**src/rtl/alu_pkg.sv**
```systemverilog
// Shared definitions for the ALU operand issuer: FSM state encoding,
// ALU function codes and the bit positions inside the 4-bit flag vector.
package alu_pkg;

    typedef enum logic [2:0] {
        GET_A  = 3'd0,
        GET_B  = 3'd1,
        GET_F  = 3'd2,
        WAIT   = 3'd3,
        RESULT = 3'd4
    } state_t;

    localparam logic [3:0] FN_ADD   = 4'b0000;
    localparam logic [3:0] FN_SUB   = 4'b0001;
    localparam logic [3:0] FN_AND   = 4'b0100;
    localparam logic [3:0] FN_OR    = 4'b0101;
    localparam logic [3:0] FN_XOR   = 4'b0110;
    localparam logic [3:0] FN_SHL   = 4'b1000;
    localparam logic [3:0] FN_SHR   = 4'b1001;
    localparam logic [3:0] FN_ASR   = 4'b1010;
    localparam logic [3:0] FN_PASSB = 4'b1111;

    localparam int FLAG_ZE = 3;
    localparam int FLAG_N  = 2;
    localparam int FLAG_C  = 1;
    localparam int FLAG_V  = 0;

endpackage

```
**src/rtl/alu_func_legal.sv**
```systemverilog
// Combinational decode of the ALU function codes the issuer is allowed to
// forward; used only when ALU_ISSUER_OPCHK_EN is defined.
module alu_func_legal
    import alu_pkg::*;
(
    input  logic [3:0] i_func,
    output logic       o_legal
);

    always_comb begin
        // NOTE: every always_comb output gets a default first so no path leaves it unassigned (no latch).
        o_legal = 1'b0;
        case (i_func)
            FN_ADD, FN_SUB, FN_AND, FN_OR, FN_XOR,
            FN_SHL, FN_SHR, FN_ASR, FN_PASSB: o_legal = 1'b1;
            default:                          o_legal = 1'b0;
        endcase
    end

endmodule

```
**src/rtl/alu_op_issuer.sv**
```systemverilog
// Collects A, B and function nibbles, holds them on the ALU for SETTLE_CYCLES,
// then presents the captured result. Optional opcode check: ALU_ISSUER_OPCHK_EN.
module alu_op_issuer
    import alu_pkg::*;
#(
    parameter int SETTLE_CYCLES = 1
) (
    input  logic       clk,
    input  logic       reset,
    input  logic [3:0] in_data,
    input  logic       in_valid,
    output logic       in_ready,
    output logic [3:0] alu_a,
    output logic [3:0] alu_b,
    output logic [3:0] alu_func,
    input  logic [3:0] alu_y,
    input  logic [3:0] alu_flags,
    output logic       res_valid,
    input  logic       res_ready,
    output logic [3:0] res_data,
    output logic [3:0] res_flags,
    output logic       res_err
);

    localparam logic [3:0] SETTLE_INIT = 4'(SETTLE_CYCLES - 1);

    state_t     r_state;
    state_t     w_next_state;
    logic [3:0] r_settle_cnt;
    logic [3:0] r_alu_a;
    logic [3:0] r_alu_b;
    logic [3:0] r_alu_func;
    logic [3:0] r_res_data;
    logic [3:0] r_res_flags;
    logic       w_in_xfer;
    logic       w_func_xfer;
    logic       w_func_legal;
    logic       w_wait_done;

    assign in_ready    = (r_state == GET_A) || (r_state == GET_B) || (r_state == GET_F);
    assign res_valid   = (r_state == RESULT);
    assign w_in_xfer   = in_valid && in_ready;
    assign w_func_xfer = w_in_xfer && (r_state == GET_F);
    assign w_wait_done = (r_state == WAIT) && (r_settle_cnt == 4'd0);

    assign alu_a     = r_alu_a;
    assign alu_b     = r_alu_b;
    assign alu_func  = r_alu_func;
    assign res_data  = r_res_data;
    assign res_flags = r_res_flags;

`ifdef ALU_ISSUER_OPCHK_EN
    logic r_res_err;

    alu_func_legal u_func_legal (
        .i_func  (in_data),
        .o_legal (w_func_legal)
    );

    always_ff @(posedge clk) begin
        if (reset) begin
            r_res_err <= 1'b0;
        end else if (w_func_xfer) begin
            r_res_err <= !w_func_legal;
        end
    end

    assign res_err = r_res_err;
`else
    assign w_func_legal = 1'b1;
    assign res_err      = 1'b0;
`endif

    always_ff @(posedge clk) begin
        // NOTE: sequential state uses non-blocking assignments so every register samples pre-edge values.
        if (reset) begin
            r_state <= GET_A;
        end else begin
            r_state <= w_next_state;
        end
    end

    always_comb begin
        w_next_state = r_state;
        case (r_state)
            GET_A:   if (w_in_xfer) w_next_state = GET_B;
            GET_B:   if (w_in_xfer) w_next_state = GET_F;
            GET_F:   if (w_in_xfer) w_next_state = w_func_legal ? WAIT : RESULT;
            WAIT:    if (r_settle_cnt == 4'd0) w_next_state = RESULT;
            RESULT:  if (res_ready) w_next_state = GET_A;
            default: w_next_state = GET_A;
        endcase
    end

    // Counter is loaded at the function transfer and only decrements while non-zero.
    always_ff @(posedge clk) begin
        if (reset) begin
            r_settle_cnt <= 4'd0;
        end else if (w_func_xfer) begin
            r_settle_cnt <= SETTLE_INIT;
        end else if ((r_state == WAIT) && (r_settle_cnt != 4'd0)) begin
            r_settle_cnt <= r_settle_cnt - 4'd1;
        end
    end

    always_ff @(posedge clk) begin
        if (reset) begin
            r_alu_a     <= 4'd0;
            r_alu_b     <= 4'd0;
            r_alu_func  <= 4'd0;
            r_res_data  <= 4'd0;
            r_res_flags <= 4'd0;
        end else begin
            if (w_in_xfer && (r_state == GET_A)) r_alu_a <= in_data;
            if (w_in_xfer && (r_state == GET_B)) r_alu_b <= in_data;
            if (w_func_xfer && w_func_legal)     r_alu_func <= in_data;

            // An illegal code goes straight to RESULT with a zeroed result.
            if (w_func_xfer && !w_func_legal) begin
                r_res_data  <= 4'd0;
                r_res_flags <= 4'd0;
            end else if (w_wait_done) begin
                r_res_data  <= alu_y;
                r_res_flags <= alu_flags;
            end
        end
    end

endmodule
```
**config.mk**
```make
export PLATFORM = sky130hd
export DESIGN_NAME = alu_op_issuer
export DESIGN_NICKNAME = d
export VERILOG_FILES = /design/src/rtl/alu_pkg.sv /design/src/rtl/alu_func_legal.sv /design/src/rtl/alu_op_issuer.sv
export SDC_FILE = /design/constraint.sdc
export NUM_CORES = 1
export LEC_CHECK = 0
export ABC_AREA = 1
export CAP_MARGIN = 20
export CORE_ASPECT_RATIO = 0.6
export CORE_UTILIZATION = 43
export CTS_CLUSTER_SIZE = 8
export DETAILED_ROUTE_END_ITERATION = 16
export GPL_TIMING_DRIVEN = 0
export PLACE_DENSITY = 0.77
export SETUP_SLACK_MARGIN = 0.4
export SLEW_MARGIN = 30
export SYNTH_ARGS = -nofsm -noshare
export SYNTH_HDL_FRONTEND = slang
export SYNTH_SLANG_ARGS = --single-unit
```
**constraint.sdc**
```tcl
create_clock -name clk -period 1.79 [get_ports clk]
set_clock_uncertainty 0.2 [all_clocks]
set_input_delay 0.4475 -clock clk [delete_from_list [all_inputs] [get_ports clk]]
set_output_delay 0.4475 -clock clk [all_outputs]
set_load 0.005 [all_outputs]
```
==> impl_metrics.json, run 1 <==
{
  "crit_arrival_ps": 1640,
  "antenna_found_initial": 0,
  "synthesis.area_um2": 1111,
  "wl_mm": 4.556,
  "path_buf_inv": 1,
  "port_buffers": 37,
  "path_delay_family": "simple AND/OR/NAND/NOR gates",
  "core_area_um2": 2293,
  "path_max_fanout": 5,
  "cts_hold_buffers": 0,
  "synthArstFlopShare": 0,
  "synth_edf_count": 0,
  "power.density_nw_per_um2": 643.2,
  "dr_total_vias": 1379,
  "first_global_vias": 1077,
  "drv_slew": 0,
  "die_w_um": 67.63,
  "status": "completed",
  "avgSynthCellArea_um2": 7.262,
  "fin_util": 0.8860,
  "cts-htree-levels": 1,
  "ant_nets": 0,
  "fill_cells": 97,
  "min_path_type": "flip-flop to flip-flop",
  "clock_latency_ps": 270,
  "drive_above_1_share": 0.6168,
  "overflow": 0,
  "cp_cell_sequence": "buf_6 -> nand2_4 -> nor2_4 -> nand3_4 -> o21ai_0 -> nor2_1",
  "row_count": 13,
  "gp_congestion": 0.7388,
  "numCtsBuffers": 3,
  "syn-instance-count": 153,
  "cts-root-buf": "clkbuf_8",
  "layout.nets": 232,
  "drc": 0,
  "rsz0062_at_grt": "true",
  "start_kind": "flip-flop",
  "drt-wirelength-per-cell_um": 18.67,
  "setup_violations": 0,
  "crit_slowest_cell": "dfxtp_4",
  "grt_pass1_wl_mm": 5.140,
  "drtIter0Drc": 92,
  "grt_usage": 0.2670,
  "cts_buffer_depth": 2,
  "numClockSinks": 27,
  "die_h_um": 41.38,
  "dr.pass1.iters": 4,
  "final_cell_area_um2": 2032,
  "max_freq_mhz": 593.9,
  "cp-end-kind": "flip-flop",
  "place_area_um2": 1519,
  "pin_count": 39,
  "required_ps": 1750,
  "cts_tree": "yes",
  "slowest_delay_ps": 400,
  "fin_crit_ps": 1684,
  "die_area_um2": 2798,
  "ys_seq_area_frac": 0.4865,
  "vias_per_cell": 5.652,
  "insertedDiodeCount": 0,
  "drv_cap": 0,
  "synth_cell_type_count": 24,
  "area_delta_synth_final_pct": 82.88,
  "hpwl_mm": 2.149,
  "leakage_nw": 0.8958,
  "grt_max_degree": 16,
  "yosys_warnings": 0,
  "ys_seq_elements": 27,
  "hold_viol": 0,
  "peakVddDrop_mv": 0.4678,
  "clk_pin_slew_ps": 90,
  "synth_ff_type": "dfxtp_1",
  "fin_hold_ws_ps": 278.6,
  "min_period_over_period": 0.9407,
  "path_class": "flip-flop to flip-flop",
  "start_util": 0.4845,
  "synth_fp_nets": 170
}
-- cell usage after synthesis (2+ instances only) --
cell / n / area share
nand3_1: 4 / 0.018
nor2_1: 47 / 0.16
o21ai_0: 21 / 0.095
inv_1: 12 / 0.041
a21oi_1: 7 / 0.032
dfxtp_1: 27 / 0.49
nand2_1: 17 / 0.057
nor2_2: 2 / 0.011
-- final timing paths --
path / startpoint / cells past startpoint / endpoint / slack (ps)
worst max-delay path: r_state[0] / 6 / res_data[1] / 110
worst min-delay path: r_settle_cnt[0] / 2 / r_settle_cnt[0] / 280
worst max register to register: r_state[0] / 6 / res_data[1] / 110
worst min register to register: r_settle_cnt[0] / 2 / r_settle_cnt[0] / 280
-- state kept, by name, indices dropped and copies added (netlist names) --
register,count
alu_a,4
alu_b,4
alu_func,4
r_settle_cnt,4
res_data,4
res_flags,4
r_state,3
-- logic make-up after synthesis --
group                    after synthesis  share of synthesized area
AO/OA/AOI/OAI                         28                     0.1261
other                                  1                   0.003375
AND/OR/NAND/NOR                       78                     0.3029
XOR/XNOR                               1                   0.007884
adder cells (fa/ha/maj)                1                    0.01126
buffers and inverters                 17                    0.06192
flip-flops                            27                     0.4865
-- metal layers --
| metal | vias to the layer above | wire length [um] | track usage |
|---|---|---|---|
| li1 | 613 | - | - |
| met2 | 89 | 2192 | 0.4728 |
| met3 | 30 | 330 | 0.07337 |
| met5 | - | 0 | 0 |
| met1 | 647 | 1857 | 0.3234 |
| met4 | 0 | 176 | 0.09043 |
-- metrics by stage --
| step | setup slack (ps) | power (mW) | TNS (ps) | cells |
|---|---|---|---|---|
| floorplan | 442.5 | 0.7446 | 0 | 153 |
| global placement | -50.24 | 0.8487 | -815.0 | 220 |
| detailed placement | -102.3 | 0.8581 | -1771 | 220 |
| CTS | 199.5 | 1.223 | 0 | 239 |
| global route | 71.26 | 1.360 | 0 | 244 |
| finish | 106.2 | 1.307 | 0 | 244 |
-- placed cells by master, fill, tap and decap left out --
cell type,count
a21oi_1,2
a21oi_2,5
buf_12,1
buf_2,11
buf_4,13
buf_6,18
clkbuf_8,4
clkdlybuf4s50_1,13
clkinv_2,1
clkinv_8,1
conb_1,1
dfxtp_1,2
dfxtp_2,22
dfxtp_4,3
dlygate4sd2_1,2
ha_4,1
inv_1,5
inv_2,5
inv_4,3
nand2_1,5
nand2_2,7
nand2_4,7
nand3_1,2
nand3_4,4
nand3b_1,1
nand4_1,1
nor2_1,30
nor2_2,9
nor2_4,11
nor3_2,1
o21ai_0,12
o21ai_1,4
o21ai_2,5
or2_1,1
xor2_1,1
-- power by group --
group,internal [mW],switching (mW)
combinational,0.146,0.147
clock,0.156,0.193
sequential,0.636,0.0288
-- layout make-up --
type                    instances  area, um2  area share
multi-input cells             110      759.5      0.3738
plain buffers                   3      28.78     0.01416
well taps                      30      37.54     0.01847
repair buffers                 56      508.0      0.2500
inverters                      14      72.57     0.03571
clock inverters                 1      5.005    0.002463
flip-flops and latches         27      579.3      0.2851
clock buffers                   3      41.29     0.02032
-- worst reg2reg max path, cell delays in order, from the launching register on --
cell	delay, ps
dfxtp_4	400
buf_6	120
nand2_4	50
nor2_4	230
nand3_4	160
o21ai_0	300
nor2_1	110
-- repair_timing --
| action | 4_1_cts | 5_1_grt |
|---|---|---|
| buffers inserted | 14 | 5 |
| pin swaps | 9 | 29 |
| gates cloned | 1 | 0 |
| endpoints found under the setup margin | 48 | 48 |
| resized for setup | 151 | 75 |
No activity file was read; power rests on OpenSTA's default activity.
==> inputs of run 2 (changes only) <==
Settings changed: CAP_MARGIN 20 to 10, PLACE_DENSITY 0.77 to 0.81, SLEW_MARGIN 30 to 20.
==> run 2 against run 1 <==
Total power increased by 0.73%. Cell count down 1.2%. Maximum frequency rose by 4.0%. Hold slack worse by 13 ps. Critical path type unchanged. Routed wire length up 10%. Global-route usage is 2.0 points higher. Via count is 3.6% higher. Combinational power is 4% higher. Flip-flop and latch count stayed put.
==> impl_metrics.json, run 2 (synthesized netlist as in run 1, its figures left out) <==
{
  "insertedDiodeCount": 0,
  "wl_mm": 5.025,
  "dp_cells": 220,
  "peakVddDrop_mv": 0.4842,
  "slowest_delay_ps": 400,
  "max_freq_mhz": 617.5,
  "crit_arrival_ps": 1630,
  "hpwl_mm": 2.254,
  "status": "completed",
  "cp-end-kind": "flip-flop",
  "start_kind": "flip-flop",
  "drv_slew": 0,
  "ant_nets": 0,
  "r2r_setup_slack_ps": 170,
  "port_buffers": 37,
  "hold_viol": 0,
  "antenna_found_initial": 0,
  "drt-wirelength-per-cell_um": 20.85,
  "first_global_vias": 1092,
  "drtIter0Drc": 125,
  "required_ps": 1800,
  "dr_total_vias": 1428,
  "fin_hold_ws_ps": 265.5,
  "clock_latency_ps": 280,
  "drive_above_1_share": 0.6066,
  "grt_usage": 0.2870,
  "core_area_um2": 2293,
  "drv_cap": 0,
  "layout.nets": 229,
  "cts_tree": "yes",
  "crit_slowest_cell": "dfxtp_4",
  "die_area_um2": 2798,
  "r2r_end": "r_settle_cnt[1]",
  "r2r_start": "r_state[1]",
  "place_area_um2": 1519,
  "total_power_mw": 1.316,
  "r2r_cells": 7,
  "fin_util": 0.8592,
  "start_util": 0.4845,
  "dr.pass1.iters": 5,
  "drc": 0,
  "numClockSinks": 27,
  "final_cell_area_um2": 1971,
  "hold_depth": 2,
  "numCtsBuffers": 3,
  "path_max_fanout": 5,
  "cts-htree-levels": 1,
  "rsz0062_at_grt": "true",
  "die_w_um": 67.63,
  "power.density_nw_per_um2": 668.0,
  "die_h_um": 41.38,
  "grt_max_degree": 15,
  "min_period_over_period": 0.9047,
  "fill_cells": 111,
  "worstHoldEndpoint": "res_data[3]",
  "overflow": 0,
  "clk_pin_slew_ps": 90,
  "final_common_cell": "nor2_1",
  "grt_pass1_wl_mm": 5.457,
  "min_path_type": "flip-flop to flip-flop",
  "area_delta_synth_final_pct": 77.36,
  "vias_per_cell": 5.925,
  "pin_count": 39,
  "row_count": 13,
  "fin_crit_ps": 1619,
  "path_class": "flip-flop to flip-flop",
  "hold_start": "res_data[3]",
  "gp_congestion": 0.8545,
  "cp_cell_sequence": "buf_6 -> nand2_4 -> nor2_4 -> buf_12 -> nand2_8 -> or2_0 -> a21oi_1",
  "setup_violations": 0,
  "cts-root-buf": "clkbuf_8",
  "fin_cells": 241,
  "leakage_nw": 0.8479,
  "cts_buffer_depth": 2,
  "final_cell_mix": "nor2_1, dfxtp_2, buf_2"
}
## run 2: changes by cell type in the layout (fill, tap and decap cells not counted), sizes merged
cell | previous run | this run
buf | 43 | 39
nand2 | 19 | 20
clkbuf | 4 | 5
inv | 13 | 12
## run 2: per-stage QoR
stage,TNS [ps],setup slack (ps)
after detailed placement,-1452,-99.15
after floorplan,0,442.5
after CTS,0,211.0
after global placement,-741.8,-77.66
final,0,170.6
after global routing,0,135.0
## run 2: worst max-delay path by stage
| stage | startpoint | end | slack, ps | cells after the start |
|---|---|---|---|---|
| after floorplan | r_settle_cnt[0] | r_settle_cnt[1] | 440 | 6 |
| after global placement | in_valid | r_settle_cnt[0] | -80 | 6 |
| after detailed placement | in_valid | r_settle_cnt[2] | -100 | 6 |
| after CTS | r_state[1] | res_valid | 210 | 2 |
| after global routing | r_state[2] | res_valid | 140 | 3 |
| final | r_state[1] | r_settle_cnt[1] | 170 | 7 |
## run 2: timing repair
action,CTS,global route
hold buffers,0,0
buffers inserted,7,8
endpoints found under the hold margin,0,0
pin swaps,8,20
endpoints found under the setup margin,48,40
gates resized for setup,152,70
gates cloned,2,0
## run 2: metal layers
metal	vias to the layer above	GRT usage	share of wire
met4	0	0.1011	0.058
li1	605	-	-
met3	45	0.08424	0.10
met2	118	0.4926	0.46
met1	660	0.3537	0.38
met5	-	0	0
## run 2: area by class of cell
class,count,area [um2],area share
repair buffers,52,446.7,0.2267
multi-input cells,111,769.5,0.3905
plain buffers,3,20.02,0.01016
inverters,14,75.07,0.03810
clock buffers,4,45.04,0.02286
flip-flops and latches,27,576.8,0.2927
well taps,30,37.54,0.01905
## run 2: worst max-delay path, delay by kind of cell (launching register included)
| kind | cells | cell delay (ps) |
|---|---|---|
| compound gates | 1 | 140 |
| buf+inv | 2 | 280 |
| flops | 1 | 400 |
| simple gates | 4 | 520 |
## run 2: where the power goes
| part | switching [mW] | total (mW) | internal (mW) |
|---|---|---|---|
| Sequential | 0.0257 | 0.662 | 0.636 |
| Clock | 0.189 | 0.349 | 0.160 |
| Combinational | 0.167 | 0.305 | 0.138 |
| Total | 0.382 | 1.32 | 0.934 |
